### src/rtl/s3_twiddle_mul_if.sv
`default_nettype none
// ============================================================================
// Module   : s3_twiddle_mul_if
// Brief    : Sample bus between FFT stage 3 and the stage 3/4 twiddle multiplier.
// Revision : 1.0 - initial release
// ============================================================================
interface s3_twiddle_mul_if #(
  parameter int DATA_W = 14
);
  logic                     cnt_en;
  logic signed [DATA_W-1:0] in_real;
  logic signed [DATA_W-1:0] in_imag;
  logic signed [DATA_W-1:0] out_real;
  logic signed [DATA_W-1:0] out_imag;
  logic                     out_valid;

  modport master (
    output cnt_en, in_real, in_imag,
    input  out_real, out_imag, out_valid
  );

  modport slave (
    input  cnt_en, in_real, in_imag,
    output out_real, out_imag, out_valid
  );
endinterface
`default_nettype wire

### src/rtl/s3_twiddle_mul.sv
`default_nettype none
// ============================================================================
// Module   : s3_twiddle_mul
// Brief    : W8^m twiddle multiply between FFT stages 3 and 4, round + saturate,
//            two-cycle pipeline with a matching valid flag.
// Revision : 1.0 - initial release
// ============================================================================
module s3_twiddle_mul #(
  parameter int DATA_W  = 14,
  parameter int TW_W    = 10,
  parameter int TW_FRAC = 8
) (
  input wire              clk,
  input wire              rst,
  s3_twiddle_mul_if.slave bus
);

  localparam int PROD_W = DATA_W + TW_W + 1;

  localparam logic signed [TW_W-1:0]   C_TW_ONE   = TW_W'(2 ** TW_FRAC);
  localparam logic signed [TW_W-1:0]   C_TW_ZERO  = '0;
  localparam logic signed [TW_W-1:0]   C_TW_R2P   = TW_W'(181);
  localparam logic signed [TW_W-1:0]   C_TW_R2N   = TW_W'(-181);
  localparam logic signed [TW_W-1:0]   C_TW_NONE  = TW_W'(-(2 ** TW_FRAC));
  localparam logic signed [PROD_W-1:0] C_ROUND    = PROD_W'(2 ** (TW_FRAC - 1));
  localparam logic signed [PROD_W-1:0] C_SAT_HI   = PROD_W'((2 ** (DATA_W - 1)) - 1);
  localparam logic signed [PROD_W-1:0] C_SAT_LO   = PROD_W'(-(2 ** (DATA_W - 1)));

  logic [2:0]               k_q, k_d;
  logic signed [DATA_W-1:0] ar_q, ai_q;
  logic signed [TW_W-1:0]   wr_q, wi_q;
  logic                     va_q;
  logic signed [DATA_W-1:0] or_q, oi_q;
  logic                     ov_q;

  logic signed [TW_W-1:0]   w_tw_re, w_tw_im;
  logic signed [PROD_W-1:0] w_pr, w_pi, w_pr_rnd, w_pi_rnd;
  logic signed [DATA_W-1:0] w_sat_re, w_sat_im;

  function automatic logic signed [DATA_W-1:0] sat(input logic signed [PROD_W-1:0] v);
    if (v > C_SAT_HI) begin
      return DATA_W'(C_SAT_HI);
    end else if (v < C_SAT_LO) begin
      return DATA_W'(C_SAT_LO);
    end
    return DATA_W'(v);
  endfunction

  // Phase counter only advances on qualified samples, so gaps keep the phase.
  always_comb begin
    k_d = bus.cnt_en ? k_q + 3'd1 : k_q;
  end

  always_comb begin
    w_tw_re = C_TW_ONE;
    w_tw_im = C_TW_ZERO;
    case (k_q)
      3'd5: begin
        w_tw_re = C_TW_R2P;
        w_tw_im = C_TW_R2N;
      end
      3'd6: begin
        w_tw_re = C_TW_ZERO;
        w_tw_im = C_TW_NONE;
      end
      3'd7: begin
        w_tw_re = C_TW_R2N;
        w_tw_im = C_TW_R2N;
      end
      default: begin
        w_tw_re = C_TW_ONE;
        w_tw_im = C_TW_ZERO;
      end
    endcase
  end

  // Full-precision product, round-half-up, then clamp to the output range.
  always_comb begin
    w_pr     = PROD_W'(ar_q) * PROD_W'(wr_q) - PROD_W'(ai_q) * PROD_W'(wi_q);
    w_pi     = PROD_W'(ar_q) * PROD_W'(wi_q) + PROD_W'(ai_q) * PROD_W'(wr_q);
    w_pr_rnd = (w_pr + C_ROUND) >>> TW_FRAC;
    w_pi_rnd = (w_pi + C_ROUND) >>> TW_FRAC;
    w_sat_re = sat(w_pr_rnd);
    w_sat_im = sat(w_pi_rnd);
  end

  always_ff @(posedge clk) begin
    if (rst) begin
      k_q  <= '0;
      ar_q <= '0;
      ai_q <= '0;
      wr_q <= '0;
      wi_q <= '0;
      va_q <= 1'b0;
      or_q <= '0;
      oi_q <= '0;
      ov_q <= 1'b0;
    end else begin
      k_q  <= k_d;
      ar_q <= bus.in_real;
      ai_q <= bus.in_imag;
      wr_q <= w_tw_re;
      wi_q <= w_tw_im;
      va_q <= bus.cnt_en;
      or_q <= w_sat_re;
      oi_q <= w_sat_im;
      ov_q <= va_q;
    end
  end

  assign bus.out_real  = or_q;
  assign bus.out_imag  = oi_q;
  assign bus.out_valid = ov_q;

endmodule
`default_nettype wire

### src/flat_wrapper.sv
// flat-port wrapper written by rule: the top's interface ports become plain ports
module s3_twiddle_mul_flat 
#(
  parameter int DATA_W  = 14,
  parameter int TW_W    = 10,
  parameter int TW_FRAC = 8
)
  (clk, rst, bus_cnt_en, bus_in_real, bus_in_imag, bus_out_real, bus_out_imag, bus_out_valid);
  s3_twiddle_mul_if #(.DATA_W(DATA_W)) bus_i ();
  input wire clk;
  input wire rst;
  input wire logic [$bits(bus_i.cnt_en)-1:0] bus_cnt_en;
  input wire logic [$bits(bus_i.in_real)-1:0] bus_in_real;
  input wire logic [$bits(bus_i.in_imag)-1:0] bus_in_imag;
  output wire logic [$bits(bus_i.out_real)-1:0] bus_out_real;
  output wire logic [$bits(bus_i.out_imag)-1:0] bus_out_imag;
  output wire logic [$bits(bus_i.out_valid)-1:0] bus_out_valid;
  assign bus_i.cnt_en = bus_cnt_en;
  assign bus_i.in_real = bus_in_real;
  assign bus_i.in_imag = bus_in_imag;
  assign bus_out_real = bus_i.out_real;
  assign bus_out_imag = bus_i.out_imag;
  assign bus_out_valid = bus_i.out_valid;
  s3_twiddle_mul #(.DATA_W(DATA_W), .TW_W(TW_W), .TW_FRAC(TW_FRAC)) u_core (.clk(clk), .rst(rst), .bus(bus_i));
endmodule
### config.mk
export PLATFORM = sky130hd
export DESIGN_NAME = s3_twiddle_mul_flat
export DESIGN_NICKNAME = d
export VERILOG_FILES = /design/src/rtl/s3_twiddle_mul_if.sv /design/src/rtl/s3_twiddle_mul.sv /design/src/flat_wrapper.sv
export SDC_FILE = /design/constraint.sdc
export NUM_CORES = 1
export LEC_CHECK = 0
export BUFFER_PORTS_ARGS = -buffer_cell sky130_fd_sc_hd__buf_2
export CORE_MARGIN = 10
export CORE_UTILIZATION = 60
export CTS_CLUSTER_DIAMETER = 200
export CTS_CLUSTER_SIZE = 8
export DETAILED_ROUTE_END_ITERATION = 10
export PLACE_DENSITY_LB_ADDON = 0.2
export SLEW_MARGIN = 20
export SYNTH_ARGS = -nofsm -noshare
export SYNTH_HDL_FRONTEND = slang
export SYNTH_SLANG_ARGS = --single-unit
### constraint.sdc
create_clock -name clk -period 8.5 [get_ports clk]
set_input_delay 1.275 -clock clk [delete_from_list [all_inputs] [get_ports clk]]
set_output_delay 1.275 -clock clk [all_outputs]
set_load 0.05 [all_outputs]
Word level (Yosys, flattened, before mapping)
Cells that the tools add are included.

word-level totals
  bits of input ports = 31
  output and inout port bits = 29
  logic and storage cells = 38
  register bits = 81

cells by class
  add/subtract/negate cells = 5
  equality and inequality tests = 3
  multiply operators = 4
  reductions and logical operators = 1
  mux-type cells = 12
  $lt $le $gt $ge = 4

operators by type and width
  cell                                                  number
  multiplier 14 x 10 -> 24 bit                          4
  2-to-1 mux 14 bit                                     6
  adder 25 x 9 -> 25 bit, second input constant         2
  > comparator 17 x 14 -> 1 bit, second input constant  2
  < comparator 17 x 14 -> 1 bit, second input constant  2
  one-hot mux 10 bit (3 select lines)                   1
  adder 25 bit                                          1
  subtractor 25 bit                                     1
  one-hot mux 10 bit (2 select lines)                   1
  == test 3 bit, second input constant                  3
  2-to-1 mux 1 bit                                      4
  adder 3 x 1 -> 3 bit, second input constant           1
  OR reduction 2 bit                                    1

Depth between registers and ports, before layout
  word-level depth = 7
  gate-level depth with buffers = 36
  mapped depth without buffers = 33

Worst setup path before layout
Ideal clock, no wire load.

  kind = reg-to-reg
  from = register u_core.wr_q[6]
  to = register u_core.oi_q[2], in the netlist u_core.bus.out_imag[2]
  arrival = 7.827 ns
  path buffers = 3
  setup slack = 0.606 ns
  stages on the path, launching flop included = 36
  library setup time = 0.066 ns
  clock period less this slack = 7.894 ns
  required time = 8.434 ns
  cell sequence = dfxtp_1 clkbuf_1 buf_1 nand2_1 inv_1 fa_1 fa_1 inv_1 fa_1 inv_1 fa_1 inv_1 fa_1 inv_1 ha_1 nand2_1 o21a_1 o21ai_0 or4b_2 nand2_1 o21ai_0 or2_2 xor2_1 ha_1 ha_1 o21a_1 o21a_1 nand2_1 inv_1 a221oi_2 o21ba_1 xnor2_1 nor2b_1 o31ai_4 buf_6 a21oi_2

between the ends
  word-level cells in the longest chain between the ends = 7
  elaborated cells on any way between the ends = 9
  those cells by class = 2 x add/sub; 1 x mul; 2 x order compare; 4 x mux

ends and longest elaborated chain
  item                            line                   text
  start: declaration              s3_twiddle_mul.sv:31   logic signed [TW_W-1:0] wr_q, wi_q;
  start signal: assignment        s3_twiddle_mul.sv:102  wr_q <= w_tw_re;
  multiplier 14 x 10 -> 24 bit *  s3_twiddle_mul.sv:80   w_pi = PROD_W'(ar_q) * PROD_W'(wi_q) + PROD_W'(ai_q) * PROD_W'(wr_q);
  adder 25 bit *                  s3_twiddle_mul.sv:80
  adder 25 x 9 -> 25 bit *        s3_twiddle_mul.sv:82   w_pi_rnd = (w_pi + C_ROUND) >>> TW_FRAC;
  < comparator 17 x 14 -> 1 bit   s3_twiddle_mul.sv:43   end else if (v < C_SAT_LO) begin
  2-to-1 mux 1 bit                s3_twiddle_mul.sv:43
  2-to-1 mux 1 bit                s3_twiddle_mul.sv:41   if (v > C_SAT_HI) begin
  2-to-1 mux 14 bit *             s3_twiddle_mul.sv:46   return DATA_W'(v);
  end signal: assignment          s3_twiddle_mul.sv:106  oi_q <= w_sat_im;
  end: declaration                s3_twiddle_mul.sv:33   logic signed [DATA_W-1:0] or_q, oi_q;

Mark *: on every way between the ends. The rest lies on a longest branch, timed or not.
A chain may end at the register's enable or synchronous reset.

Worst setup path after layout
  from = register u_core.wr_q[6]
  to = register u_core.oi_q[12], in the netlist u_core.bus.out_imag[12]

Same word-level chain as after synthesis.

==> out/results.txt <==
Die Wd -> 205.0 microns
CP max stage cell -> or4b_2
CP Data Required Time -> 8.81 ns
Final nets -> 3,071
Mapped Nets -> 2,992
Pleak -> 0.01268 uW
CTS H-tree depth -> 3
Post-CTS Hold Buffers -> 0
Seq cells post-synth -> 66
Commonest cells post-synth -> inv_1 (559), ha_1 (394), fa_1 (330)
Mapped Cells -> 2,237
routability cong. -> 0.9419
Final ANT Viol Nets -> 0
die area -> 42,010 sq um
Tcrit/Tclk final -> 94.97%
area leader, netlist -> fa_1
Initial Utilization -> 61.07%
Root Buffer -> clkbuf_16
Final setup viols -> 0
synth unique cells -> 64
syn_area_per_cell -> 9.177 sq um
share of the synthesized area in the top cell type -> 32.18%
antenna cells -> 0
Final Max Tran Viols -> 0
count leader, synth -> inv_1
Post-synth EDFFs -> 0
NetSw -> 457.1 uW
num rows -> 67
Reg power frac -> 31.6%
first-pass GRT wire length -> 76,520 microns
CP Launch Type -> register
clk_skew -> 0.01644 ns
Top Family by Delay on Critical Path -> adder cells
antenna violations before repair -> 0
Slew @ Worst Pin -> 0.6389 ns
slowest stage delay, CP -> 0.64 ns
Sink Count -> 66
core area -> 33,620 sq um
Worst setup EP type -> register
Max FO, Critical Path -> 18
DR top layer -> met4
Vias/cell -> 5.286
ys flop type -> dfxtp_1
Clk network pwr share -> 34.8%
vias in the first global route -> 15,650
MaxCap Viol Count -> 0
CTS tree -> done
met2 wire length -> 22,120 microns
Switching Fraction -> 38.95%
CTS Buffer Depth -> 2
Final Hold Viols -> 0
Boundary Pins -> 60
Worst EP arrival -> 8.38 ns
metal3 WL -> 2141 microns
WL/cell -> 16.43 microns
Setup CP Type -> register to register
# DRC -> 0
internal power -> 716.5 uW
Slew headroom -> 57.40%
met1 wire length -> 20,270 microns
sequential share of the synthesized area -> 6.436%
initial drt markers -> 684
Power per Cell Area -> 53.36 nW/um^2
Final min period -> 8.072 ns
Peak VDD IR -> 139.6 uV
Die Ht -> 205.0 microns
Logic pwr share -> 33.6%
Crit path buffers/inverters -> 7
Worst Hold Class -> register to register
cell area after synthesis -> 20,530 sq um
Layout area overhead -> 7.131%
drt first pass iters -> 5
share of layout cells above drive strength 1 -> 7.066%
ys async rst share -> 0%
WHS -> 0.4515 ns
largest net degree at the start of global routing -> 46
gr usage total -> 22.81%
detailed-placement wirelength estimate -> 39,640 microns
clock latency on the worst-skew pair -> 0.38 ns
gr ovfl total -> 0
Port Buffers -> 59
status -> complete, no violations
final core utilization -> 65.42%
Num CTS Buffers -> 9
clock-pin slew on the worst setup and hold paths -> 0.07 ns
fmax -> 123.9 MHz
Synth area leaders -> fa_1 (32%), ha_1 (24%), inv_1 (10%)
YS warnings -> 0
Via Count -> 14,640
final WL -> 45,490 microns
==> registers in the layout (all words and copies together) (netlist names) <==
| name | flops |
|---|---|
| u_core.va_q | 1 |
| u_core.k_q | 3 |
| u_core.ai_q | 14 |
| u_core.bus.out_valid | 1 |
| u_core.wi_q | 2 |
| u_core.ar_q | 14 |
| u_core.wr_q | 3 |
| u_core.bus.out_real | 14 |
| u_core.bus.out_imag | 14 |
==> power by group through the flow <==
stage	logic, uW	clock network (uW)	registers [uW]
4_1_cts	382	420	370
6_report	395	408	370
5_1_grt	430	429	374
3_3_place_gp	372	0	378
2_1_floorplan	201	0	461
3_5_place_dp	380	0	377
==> what timing repair did <==
item | in CTS | in global routing
buffers inserted | 0 | 7
endpoints found under the hold margin | 0 | 0
endpoints found under the setup margin | 0 | 26
gates resized for setup | 0 | 17
==> routing by layer <==
layer | up-vias | track usage (%)
met5 | - | 0
met4 | 0 | 5.828
met3 | 57 | 3.222
met2 | 264 | 39.14
met1 | 7199 | 29.63
li1 | 7118 | -
==> per-stage QoR <==
stage	TNS [ns]	instances	setup WS [ns]	area, sq um	power, uW
3_3_place_gp	0	2745	0.3120	21540	749.8
4_1_cts	0	2761	0.02862	21840	1173
5_1_grt	-0.01003	2769	-0.006350	21990	1234
3_5_place_dp	0	2745	0.08789	21540	756.6
6_report	0	2769	0.4278	21990	1174
2_1_floorplan	0	2237	0.6064	20530	662.3
==> placed cells by master (no fill, tap or decap), types with 5 or more instances in the layout <==
cell	instances
nand4_1	9
a21boi_0	7
nor2b_1	74
nand2_1	106
or2_2	6
or3_1	5
and2_1	84
clkbuf_16	10
fa_1	330
a211oi_1	6
ha_1	393
nor2_1	86
o21bai_1	11
a21o_1	36
nand3_1	15
buf_4	37
xnor2_1	99
buf_2	59
a21oi_1	72
and3_1	6
a31oi_1	11
o21a_1	13
o21ai_1	5
nor3_1	9
xor2_1	49
dfxtp_1	63
a21oi_2	15
nand2b_1	20
o21ai_0	45
mux2i_1	12
inv_1	557
==> layout make-up <==
type                       instances  area, sq um
tap                              448        560.5
clock buffer                       9        225.2
fill                            2828        11620
sequential                        66         1330
timing repair buffer             101        678.2
clock inverter                     7        76.32
multi-input combinational       1578        17020
inverter                         560         2106
==> logic make-up (layout without fill, tap and decap cells) <==
kind of cell | after synthesis | after routing | synth area share, %
AOI/OAI and AO/OA | 265 | 265 | 8.905
muxes | 12 | 12 | 0.5851
xor gates and xnor gates | 148 | 148 | 6.314
adders and majority gates | 724 | 724 | 56.20
and+or+nand+nor | 429 | 429 | 10.64
buffers and inverters | 593 | 677 | 10.93
DFF | 66 | 66 | 6.436
==> worst paths after layout <==
path | from | endpoint | slack [ns] | cells after the start
worst max-delay path | u_core.wr_q[6] | u_core.bus.out_imag[12] | 0.43 | 33
worst min-delay path | u_core.va_q | u_core.bus.out_valid | 0.45 | 1
worst max register to register | u_core.wr_q[6] | u_core.bus.out_imag[12] | 0.43 | 33
worst min register to register | u_core.va_q | u_core.bus.out_valid | 0.45 | 1
(Power assumes the default switching activity.)
